==> src/rtl/fxp32_dot_seq_pkg.sv <==
// Shared definitions for the fxp32 dot-product sequencer.
//   FXP32_WIDTH : data path width of the Q16.16 operands and result
//   dotseq_st_e : sequencer FSM state encoding (3 bits)
package fxp32_dot_seq_pkg;

  localparam int unsigned FXP32_WIDTH = 32;

  typedef enum logic [2:0] {
    StIdle  = 3'd0,
    StFeed  = 3'd1,
    StDrain = 3'd2,
    StDone  = 3'd3,
    StErr   = 3'd4
  } dotseq_st_e;

endpackage

==> src/rtl/fxp32_dot_seq_cnt.sv <==
// Loadable down-counter with a zero flag.
//   clk, rstn  : clock, asynchronous active-low reset
//   i_load     : load i_load_val (takes priority over i_dec)
//   i_load_val : value to load
//   i_dec      : decrement by one; holds at zero
//   o_cnt      : current count
//   o_zero     : count equals zero
module fxp32_dot_seq_cnt
  import fxp32_dot_seq_pkg::*;
#(
  parameter int unsigned W = 16
) (
  input  logic         clk,
  input  logic         rstn,
  input  logic         i_load,
  input  logic [W-1:0] i_load_val,
  input  logic         i_dec,
  output logic [W-1:0] o_cnt,
  output logic         o_zero
);

  logic [W-1:0] r_cnt;

  always_ff @(posedge clk or negedge rstn) begin
    if (!rstn) begin
      r_cnt <= '0;
    end else if (i_load) begin
      r_cnt <= i_load_val;
    end else if (i_dec && (r_cnt != '0)) begin
      r_cnt <= r_cnt - W'(1);
    end
  end

  assign o_cnt  = r_cnt;
  assign o_zero = (r_cnt == '0);

endmodule

==> src/rtl/fxp32_dot_seq.sv <==
// Sequencer that drives one fxp32_mac to compute a dot product of len pairs.
//   clk, rstn            : clock, asynchronous active-low reset
//   start, len, busy     : job command (sampled in IDLE only) and busy status
//   in_valid/in_ready    : operand pair stream (in_a, in_b)
//   out_valid/out_ready  : registered result (out_c)
//   err                  : sticky stall-timeout flag
//   mac_*                : MAC control/data; mac_out is the MAC accumulator output
// Optional feature: define FXP32_DOT_SEQ_TIMEOUT_EN to abort a job after TO_CYC
// consecutive FEED cycles without in_valid; otherwise err is tied 0.
module fxp32_dot_seq
  import fxp32_dot_seq_pkg::*;
#(
  parameter int unsigned MAC_LAT = 7,
  parameter int unsigned LEN_W   = 16,
  parameter int unsigned TO_CYC  = 255
) (
  input  logic                   clk,
  input  logic                   rstn,
  input  logic                   start,
  input  logic [LEN_W-1:0]       len,
  output logic                   busy,
  input  logic                   in_valid,
  output logic                   in_ready,
  input  logic [FXP32_WIDTH-1:0] in_a,
  input  logic [FXP32_WIDTH-1:0] in_b,
  output logic                   out_valid,
  input  logic                   out_ready,
  output logic [FXP32_WIDTH-1:0] out_c,
  output logic                   err,
  output logic                   mac_rstn,
  output logic                   mac_acc,
  output logic                   mac_prstn,
  output logic [FXP32_WIDTH-1:0] mac_a,
  output logic [FXP32_WIDTH-1:0] mac_b,
  input  logic [FXP32_WIDTH-1:0] mac_out
);

  localparam int unsigned DCNT_W = $clog2(MAC_LAT) + 1;

  dotseq_st_e             r_state, w_state_next;
  logic                   w_xfer, w_last, w_stall_hit;
  logic [LEN_W-1:0]       w_cnt;
  logic                   w_cnt_zero;
  logic [DCNT_W-1:0]      w_dcnt_unused;
  logic                   w_dcnt_zero;
  logic [FXP32_WIDTH-1:0] r_out_c;
  logic                   r_out_valid;
  logic                   r_err;

  assign w_xfer = in_valid && in_ready;
  assign w_last = (w_cnt == LEN_W'(1));

  // Remaining pairs of the current job.
  fxp32_dot_seq_cnt #(.W(LEN_W)) u_cnt (
    .clk        (clk),
    .rstn       (rstn),
    .i_load     ((r_state == StIdle) && start && (len != '0)),
    .i_load_val (len),
    .i_dec      (w_xfer),
    .o_cnt      (w_cnt),
    .o_zero     (w_cnt_zero)
  );

  // Drain wait: the capture cycle lines up with the last pair's MAC latency.
  fxp32_dot_seq_cnt #(.W(DCNT_W)) u_dcnt (
    .clk        (clk),
    .rstn       (rstn),
    .i_load     ((r_state == StFeed) && w_xfer && w_last),
    .i_load_val (DCNT_W'(MAC_LAT - 1)),
    .i_dec      (r_state == StDrain),
    .o_cnt      (w_dcnt_unused),
    .o_zero     (w_dcnt_zero)
  );

`ifdef FXP32_DOT_SEQ_TIMEOUT_EN
  localparam int unsigned SCNT_W = $clog2(TO_CYC + 1);
  logic [SCNT_W-1:0] r_scnt;

  assign w_stall_hit = (r_scnt == SCNT_W'(TO_CYC));

  // Consecutive FEED cycles without in_valid.
  always_ff @(posedge clk or negedge rstn) begin
    if (!rstn) begin
      r_scnt <= '0;
    end else if ((r_state == StFeed) && !in_valid && !w_stall_hit) begin
      r_scnt <= r_scnt + SCNT_W'(1);
    end else begin
      r_scnt <= '0;
    end
  end

  always_ff @(posedge clk or negedge rstn) begin
    if (!rstn) begin
      r_err <= 1'b0;
    end else if ((r_state == StFeed) && w_stall_hit) begin
      r_err <= 1'b1;
    end else if ((r_state == StErr) && start) begin
      r_err <= 1'b0;
    end
  end
`else
  logic w_unused_to;
  assign w_unused_to = (TO_CYC == 0);
  assign w_stall_hit = 1'b0;
  assign r_err       = 1'b0;
`endif

  // State register.
  always_ff @(posedge clk or negedge rstn) begin
    if (!rstn) begin
      r_state <= StIdle;
    end else begin
      r_state <= w_state_next;
    end
  end

  // Next-state logic.
  always_comb begin
    w_state_next = r_state;
    unique case (r_state)
      StIdle: begin
        if (start) w_state_next = (len == '0) ? StDone : StFeed;
      end
      StFeed: begin
        if (w_stall_hit)          w_state_next = StErr;
        else if (w_xfer && w_last) w_state_next = StDrain;
      end
      StDrain: begin
        if (w_dcnt_zero) w_state_next = StDone;
      end
      StDone: begin
        if (out_ready) w_state_next = StIdle;
      end
      StErr: begin
        if (start) w_state_next = StIdle;
      end
      default: w_state_next = StIdle;
    endcase
  end

  // Outputs decoded from state.
  always_comb begin
    busy      = (r_state != StIdle);
    // cnt is never zero in FEED; the guard keeps a stray transfer impossible.
    in_ready  = (r_state == StFeed) && !w_cnt_zero && !w_stall_hit;
    mac_rstn  = (r_state == StFeed) || (r_state == StDrain);
    mac_acc   = mac_rstn;
    mac_prstn = 1'b1;
    mac_a     = w_xfer ? in_a : '0;
    mac_b     = w_xfer ? in_b : '0;
  end

  // Result register.
  always_ff @(posedge clk or negedge rstn) begin
    if (!rstn) begin
      r_out_c     <= '0;
      r_out_valid <= 1'b0;
    end else begin
      case (r_state)
        StIdle: begin
          if (start && (len == '0)) begin
            r_out_c     <= '0;
            r_out_valid <= 1'b1;
          end
        end
        StDrain: begin
          if (w_dcnt_zero) begin
            r_out_c     <= mac_out;
            r_out_valid <= 1'b1;
          end
        end
        StDone: begin
          if (out_ready) r_out_valid <= 1'b0;
        end
        default: ;
      endcase
    end
  end

  assign out_c     = r_out_c;
  assign out_valid = r_out_valid;
  assign err       = r_err;

endmodule

==> config.mk <==
export PLATFORM = sky130hd
export DESIGN_NAME = fxp32_dot_seq
export DESIGN_NICKNAME = d
export VERILOG_FILES = /design/src/rtl/fxp32_dot_seq_pkg.sv /design/src/rtl/fxp32_dot_seq_cnt.sv /design/src/rtl/fxp32_dot_seq.sv
export SDC_FILE = /design/constraint.sdc
export NUM_CORES = 1
export LEC_CHECK = 0
export CAP_MARGIN = 10
export CORE_AREA = 2 2 105 107
export CTS_CLUSTER_DIAMETER = 40
export DETAILED_ROUTE_END_ITERATION = 8
export DIE_AREA = 0 0 107 109
export GPL_ROUTABILITY_DRIVEN = 0
export PLACE_DENSITY = 0.73
export SLEW_MARGIN = 20
export SYNTH_ARGS = -nofsm -noshare
export SYNTH_HDL_FRONTEND = slang
export SYNTH_SLANG_ARGS = --single-unit
==> constraint.sdc <==
create_clock -name clk -period 2.2 [get_ports clk]
set_input_delay 0.44 -clock clk [delete_from_list [all_inputs] [get_ports clk]]
set_output_delay 0.44 -clock clk [all_outputs]
set_load 0.02 [all_outputs]
== Word-level counts from Yosys, hierarchy flattened ==
Index checks and enable logic that the tools add are counted.
Word-level totals
  flip-flop bits (word level): 56
Operators by class
  add/subtract/negate cells: 2
  equal/unequal tests: 11
  multiplexer cells: 20
  reduce and logical (&&, ||, !) cells: 27
Operators with widths (count)
  $mux 32: 4
  $pmux 32 s2: 1
  $logic_not 16->1: 2
  $mux 16: 2
  $reduce_bool 16->1: 2
  $eq 16x1->1 const B: 1
  $sub 16x1->16 const B: 1
  $mux 3: 5
  $pmux 3 s5: 1
  $logic_and 1x1->1: 10
  $ne 2x2->1 const B: 5
  $mux 4: 2
  $eq 3x2->1 const B: 2
  $reduce_bool 2->1: 3
  $reduce_bool 3->1: 2
  $reduce_and 5->1: 1
  $logic_not 4->1: 1
  $reduce_and 4->1: 1
  $reduce_bool 4->1: 1
  $sub 4x1->4 const B: 1
  $eq 3x1->1 const B: 1
  $eq 3x3->1 const B: 1
  $logic_not 3->1: 1
  $mux 1: 3
  6 further kinds: 6

== Logic depth before layout (Yosys ltp) ==
  depth after elaboration: 7
  depth in mapped cells: 8

== Hierarchy ==
From an unflattened synthesis, not the netlist that was laid out.
Second synthesis, totals
  cell total of the unflattened synthesis: 407
  area total of the unflattened synthesis: 3613.5 um^2
By module, submodules not included
  fxp32_dot_seq: instances 1, cells each 256, area each 2306.0 um^2, seq. area each 875.8 um^2
  fxp32_dot_seq_cnt at u_cnt: instances 1, cells each 124, area each 1054.8 um^2, seq. area each 400.4 um^2
  fxp32_dot_seq_cnt at u_dcnt: instances 1, cells each 27, area each 252.7 um^2, seq. area each 100.1 um^2

== Worst setup path before layout ==
Ideal clock, no wire load.
  path type: register to output
  start point: reg u_cnt.r_cnt[0], in the netlist u_cnt.o_cnt[0]
  end point: out mac_a[22]
  arrival: 1.906 ns
  path slack: -0.146 ns
  stages on the path, launching flop included: 9
  buffers on the path: 2
  path through: dfrtp_1 -> inv_1 -> ha_1 -> nor3b_2 -> and4_1 -> nor2_1 -> clkbuf_1 -> clkbuf_1 -> and2_1
On the way
  longest elaborated chain between the ends: 5
RTL lines
  start: declaration: RTL line fxp32_dot_seq_cnt.sv:22  | logic [W-1:0] r_cnt;
  start signal: assignment: RTL line fxp32_dot_seq_cnt.sv:28  | r_cnt <= i_load_val;
  start signal: assignment: RTL line fxp32_dot_seq_cnt.sv:30  | r_cnt <= r_cnt - W'(1);
  $logic_not 16->1: RTL line fxp32_dot_seq_cnt.sv:35  | assign o_zero = (r_cnt == '0);
  $logic_not 1->1: RTL line fxp32_dot_seq.sv:145  | in_ready = (r_state == StFeed) && !w_cnt_zero && !w_stall_hit;
  $logic_and 1x1->1: RTL line fxp32_dot_seq.sv:145
  $logic_and 1x1->1: RTL line fxp32_dot_seq.sv:50  | assign w_xfer = in_valid && in_ready;
  $mux 32: RTL line fxp32_dot_seq.sv:149  | mac_a = w_xfer ? in_a : '0;
  end: declaration: RTL line fxp32_dot_seq.sv:33  | output logic [FXP32_WIDTH-1:0] mac_a,
No other way between the ends.

== Final worst setup path ==
  start point: reg u_cnt.r_cnt[1], in the netlist u_cnt.o_cnt[1]
  end point: out mac_b[24]
On the way
  longest elaborated chain between the ends: 5
RTL lines
  $logic_not 16->1: RTL line fxp32_dot_seq_cnt.sv:35
  $logic_not 1->1: RTL line fxp32_dot_seq.sv:145
  $logic_and 1x1->1: RTL line fxp32_dot_seq.sv:145
  $logic_and 1x1->1: RTL line fxp32_dot_seq.sv:50
  $mux 32: RTL line fxp32_dot_seq.sv:150  | mac_b = w_xfer ? in_b : '0;
  end: declaration: RTL line fxp32_dot_seq.sv:34  | output logic [FXP32_WIDTH-1:0] mac_b,
No other way between the ends.

==> flow_metrics.py <==
metrics = {
    "floorplanning": {
        "num_rows": 38,
        "die_w_um": 107,
        "initial_utilization_pct": 29.1,
        "chipHeight_um": 109,
        "fp.dieArea_um2": 11700,
        "core_area_um2": 10600,
        "num_io_pins": 220,
    },
    "timing": {
        "drv_slew": 0,
        "final_min_period_over_clock_period_pct": 111,
        "setup_violations": 66,
        "final.setup.worst_slack_ps": -240,
        "post-route-min-period_ps": 2440,
        "worst_clock_skew_ps": 6.78,
        "finalHoldViolCount": 0,
        "max_freq_mhz": 410,
        "grt_setup_unrepaired": "true",
        "hold-worst-slack_ps": 75.5,
    },
    "cts": {
        "ctsRootBufferMaster": "sky130_fd_sc_hd__clkbuf_8",
        "number_of_buffers_added_by_the_clock_tree_synthesis_step": 5,
        "cts_htree_levels": 2,
        "clock-sinks": 55,
        "worstSkewPairLatency_ps": 310,
        "clkSlewWorstSetupHoldPaths_ps": 100,
        "cts.path.max_buffers": 2,
        "cts_tree": "done",
        "post_cts_hold_buffer_count": 0,
    },
    "global_route": {
        "gr-usage-all-layers_pct": 17.7,
        "globalRoute.totalOverflow": 0,
        "maximum_number_of_pins_on_one_net_before_global_route_repair": 33,
        "grt_pass1_vias": 3410,
        "grt_first_pass_wirelength_um": 16500,
        "initial_antenna_violation_count": 0,
    },
    "place": {
        "hpwl_um": 8400,
        "placedInstanceArea_um2": 5830,
        "buffer_ports.inserted": 217,
    },
    "drt": {
        "drt-pass1-iter-count": 4,
        "drc_errors": 0,
        "routed_wire_length_per_instance_um": 15.3,
        "antenna_left": 0,
        "drt_iter0_markers": 110,
        "via_per_inst": 4.58,
        "wirelength_um": 11000,
        "route.vias.total": 3309,
    },
    "synthesis": {
        "synth-warning-count": 0,
        "synth-adder-area-share_pct": 3.24,
        "synth.area.mux_share_pct": 1.01,
        "synthesized_area_fraction_occupied_by_and_or_nand_nor_cells_pct": 28.3,
        "main_combinational_cell_family_by_area_after_synthesis": "simple AND/OR/NAND/NOR gates",
        "synth_edf_count": 0,
        "syn_avg_cell_area_um2": 9.80,
        "syn_nets": 440,
        "post_synthesis_compound_gate_area_fraction_pct": 14.4,
        "synth.ff_latch_count": 55,
        "yosys.cell_types.count": 44,
        "postSynth.asyncResetShare_pct": 100,
        "synth_area_um2": 3090,
        "yosys.area_share.xor_xnor_pct": 4.26,
        "synth.top_cell.area_share_pct": 44.6,
        "synth-main-ff-cell": "sky130_fd_sc_hd__dfrtp_1",
        "synth.yosys.seq_area_share_pct": 44.6,
        "synth.area.top_cells": "sky130_fd_sc_hd__dfrtp_1, sky130_fd_sc_hd__and2_1, sky130_fd_sc_hd__a22o_1",
        "yosysTopAreaCell": "sky130_fd_sc_hd__dfrtp_1",
        "post_synth_inst_count": 315,
    },
    "critical_path": {
        "path_cells": "inv_2 > ha_4 > nor3b_4 > and4_4 > nor2_4 > clkbuf_16 > and2_2 > buf_2",
        "crit_family": "simple AND/OR/NAND/NOR gates",
        "reg2reg_setup_slack_ps": -70,
        "endpoint_of_the_most_critical_register_to_register_path": "r_state[1]",
        "reg2reg_depth": 9,
        "worstReg2RegStart": "u_cnt.o_cnt[1]",
        "crit_path_start_kind": "register",
        "crit_path_top_delay_cell": "sky130_fd_sc_hd__dfrtp_1",
        "crit_path_end_kind": "primary output",
        "crit_cells": 8,
        "critPathBufInv": 3,
        "critical-path-max-stage-delay_ps": 410,
        "critPathMaxFanout": 12,
        "crit_arrival_ps": 2000,
        "required_ps": 1760,
        "worstSetupPathType": "register to primary output",
    },
    "status": {
        "status": "complete, but fails checks",
        "violations_in_the_final_reports": "setup timing",
    },
    "final_layout": {
        "multi_input_area_um2": 1730,
        "area.sequential_um2": 1380,
        "num-fill-cells": 920,
        "area_delta_synth_final_pct": 99.1,
        "layout-drive-gt1-share_pct": 34.6,
        "fin_area_um2": 6150,
        "antenna_cells": 0,
        "final_nets": 707,
    },
    "power": {
        "p_seq_share_pct": 27.0,
        "switching_share_pct": 39.7,
        "power_share_of_the_combinational_group_pct": 62.4,
        "p_switching_mw": 2.56,
        "peak_supply_drop_mv": 0.502,
        "pwr_per_cell_area_nw_per_um2": 1050,
        "power_frac_clock_pct": 10.6,
        "power_leakage_nw": 2.88,
        "cellInternalPower_mw": 3.89,
    },
    "run": {
        "max_cap_violations": 0,
    },
    "hold_path": {
        "worstHoldPathType": "primary input to async pin",
    },
}
## sequential cells by signal (all words and copies together) (netlist names)
| register | flops |
|---|---|
| u_dcnt.o_cnt | 4 |
| r_state | 2 |
| u_cnt.o_cnt | 16 |
| out_valid | 1 |
| out_c | 32 |
## kinds of logic after synthesis
family | count (synthesis)
compound gates | 61
xor+xnor | 15
fa+ha+maj | 8
buf+inv | 29
flops | 55
mux | 3
other cells | 2
simple gates | 142
## per-stage QoR
step                setup slack [ps]  cells  utilization [%]  setup TNS (ps)  total power, mW
floorplan                      -13.8    315                -            -553             3.70
global placement                -397    703             55.0          -35000             5.50
detailed placement              -409    703             55.0          -36390             5.59
CTS                             -273    716             54.9          -15730             6.30
global route                    -314    723             58.0          -18140             6.85
finish                          -240    723             58.0          -13150             6.45
## power by group through the flow
| stage | Sequential [mW] | Combinational [mW] | Clock [mW] |
|---|---|---|---|
| final | 1.74 | 4.03 | 0.684 |
| after global routing | 1.79 | 4.32 | 0.734 |
| after CTS | 1.73 | 3.88 | 0.702 |
| after detailed placement | 1.73 | 3.86 | 0 |
| after global placement | 1.71 | 3.78 | 0 |
| after floorplan | 2.04 | 1.66 | 0 |
## how the worst max path moves through the flow
stage	to	startpoint	slack [ps]
2_1_floorplan	mac_a[22]	u_cnt.o_cnt[0]	-10
3_3_place_gp	mac_b[18]	in_valid	-400
3_5_place_dp	mac_b[1]	u_cnt.o_cnt[1]	-410
4_1_cts	mac_a[21]	u_cnt.o_cnt[1]	-270
5_1_grt	mac_b[24]	u_cnt.o_cnt[1]	-310
6_report	mac_b[24]	u_cnt.o_cnt[1]	-240
## cells in the mapped netlist (6+ instances only)
cell	number
sky130_fd_sc_hd__nand3_1	6
sky130_fd_sc_hd__dfrtp_1	55
sky130_fd_sc_hd__nand2_1	22
sky130_fd_sc_hd__ha_1	8
sky130_fd_sc_hd__o21ai_1	9
sky130_fd_sc_hd__inv_1	10
sky130_fd_sc_hd__and2_1	65
sky130_fd_sc_hd__xor2_1	11
sky130_fd_sc_hd__nor2_1	11
sky130_fd_sc_hd__o21ai_0	9
sky130_fd_sc_hd__clkbuf_1	13
sky130_fd_sc_hd__nor4_1	8
sky130_fd_sc_hd__a22o_1	32
## worst reg2reg max path: stages (launching register included)
cell and delay [ps]:
sky130_fd_sc_hd__dfrtp_1 410, sky130_fd_sc_hd__inv_2 90, sky130_fd_sc_hd__buf_4 100, sky130_fd_sc_hd__buf_4 90, sky130_fd_sc_hd__buf_4 100, sky130_fd_sc_hd__ha_1 130
sky130_fd_sc_hd__or4b_1 470, sky130_fd_sc_hd__or3_4 410, sky130_fd_sc_hd__a21o_1 220, sky130_fd_sc_hd__mux2i_1 180
## repair_timing
action,in CTS,in global routing
buffers inserted,4,5
gates resized for setup,313,77
gates cloned,1,3
pin swaps,4,8
setup endpoints to repair,68,105
## placed cells by master, fill, tap and decap left out, drive strengths merged, types with 3 or more instances in the layout
cell | Yosys | final
nand2 | 23 | 23
xnor2 | 4 | 4
nor2 | 11 | 11
clkbuf | 13 | 8
o21ai | 18 | 18
or4 | 5 | 5
buf | 6 | 125
a22o | 32 | 32
nand4 | 5 | 5
xor2 | 11 | 11
and2 | 65 | 65
nor4 | 10 | 10
inv | 10 | 10
nor3 | 4 | 4
dfrtp | 55 | 55
a21oi | 4 | 4
ha | 8 | 8
nor3b | 3 | 3
dlymetal6s2s | 0 | 14
nand3 | 6 | 6
clkdlybuf4s50 | 0 | 134
dlygate4sd2 | 0 | 3
## final cells by class
| cell class | instances | share of cell area, % |
|---|---|---|
| Multi-Input combinational cell | 231 | 28.2 |
| Clock buffer | 5 | 1.12 |
| Inverter | 10 | 0.611 |
| Timing Repair Buffer | 279 | 44.1 |
| Tap cell | 140 | 2.85 |
| Sequential cell | 55 | 22.4 |
| Clock inverter | 3 | 0.713 |
## layer usage
metal,share of wire [%],up-vias,GRT usage (%)
li1,-,1630,-
met4,1.4,0,4.55
met3,5.6,13,3.35
met5,0,-,0
met1,39,1553,20.9
met2,54,113,32.8
Power figures use the tool's default switching activity.
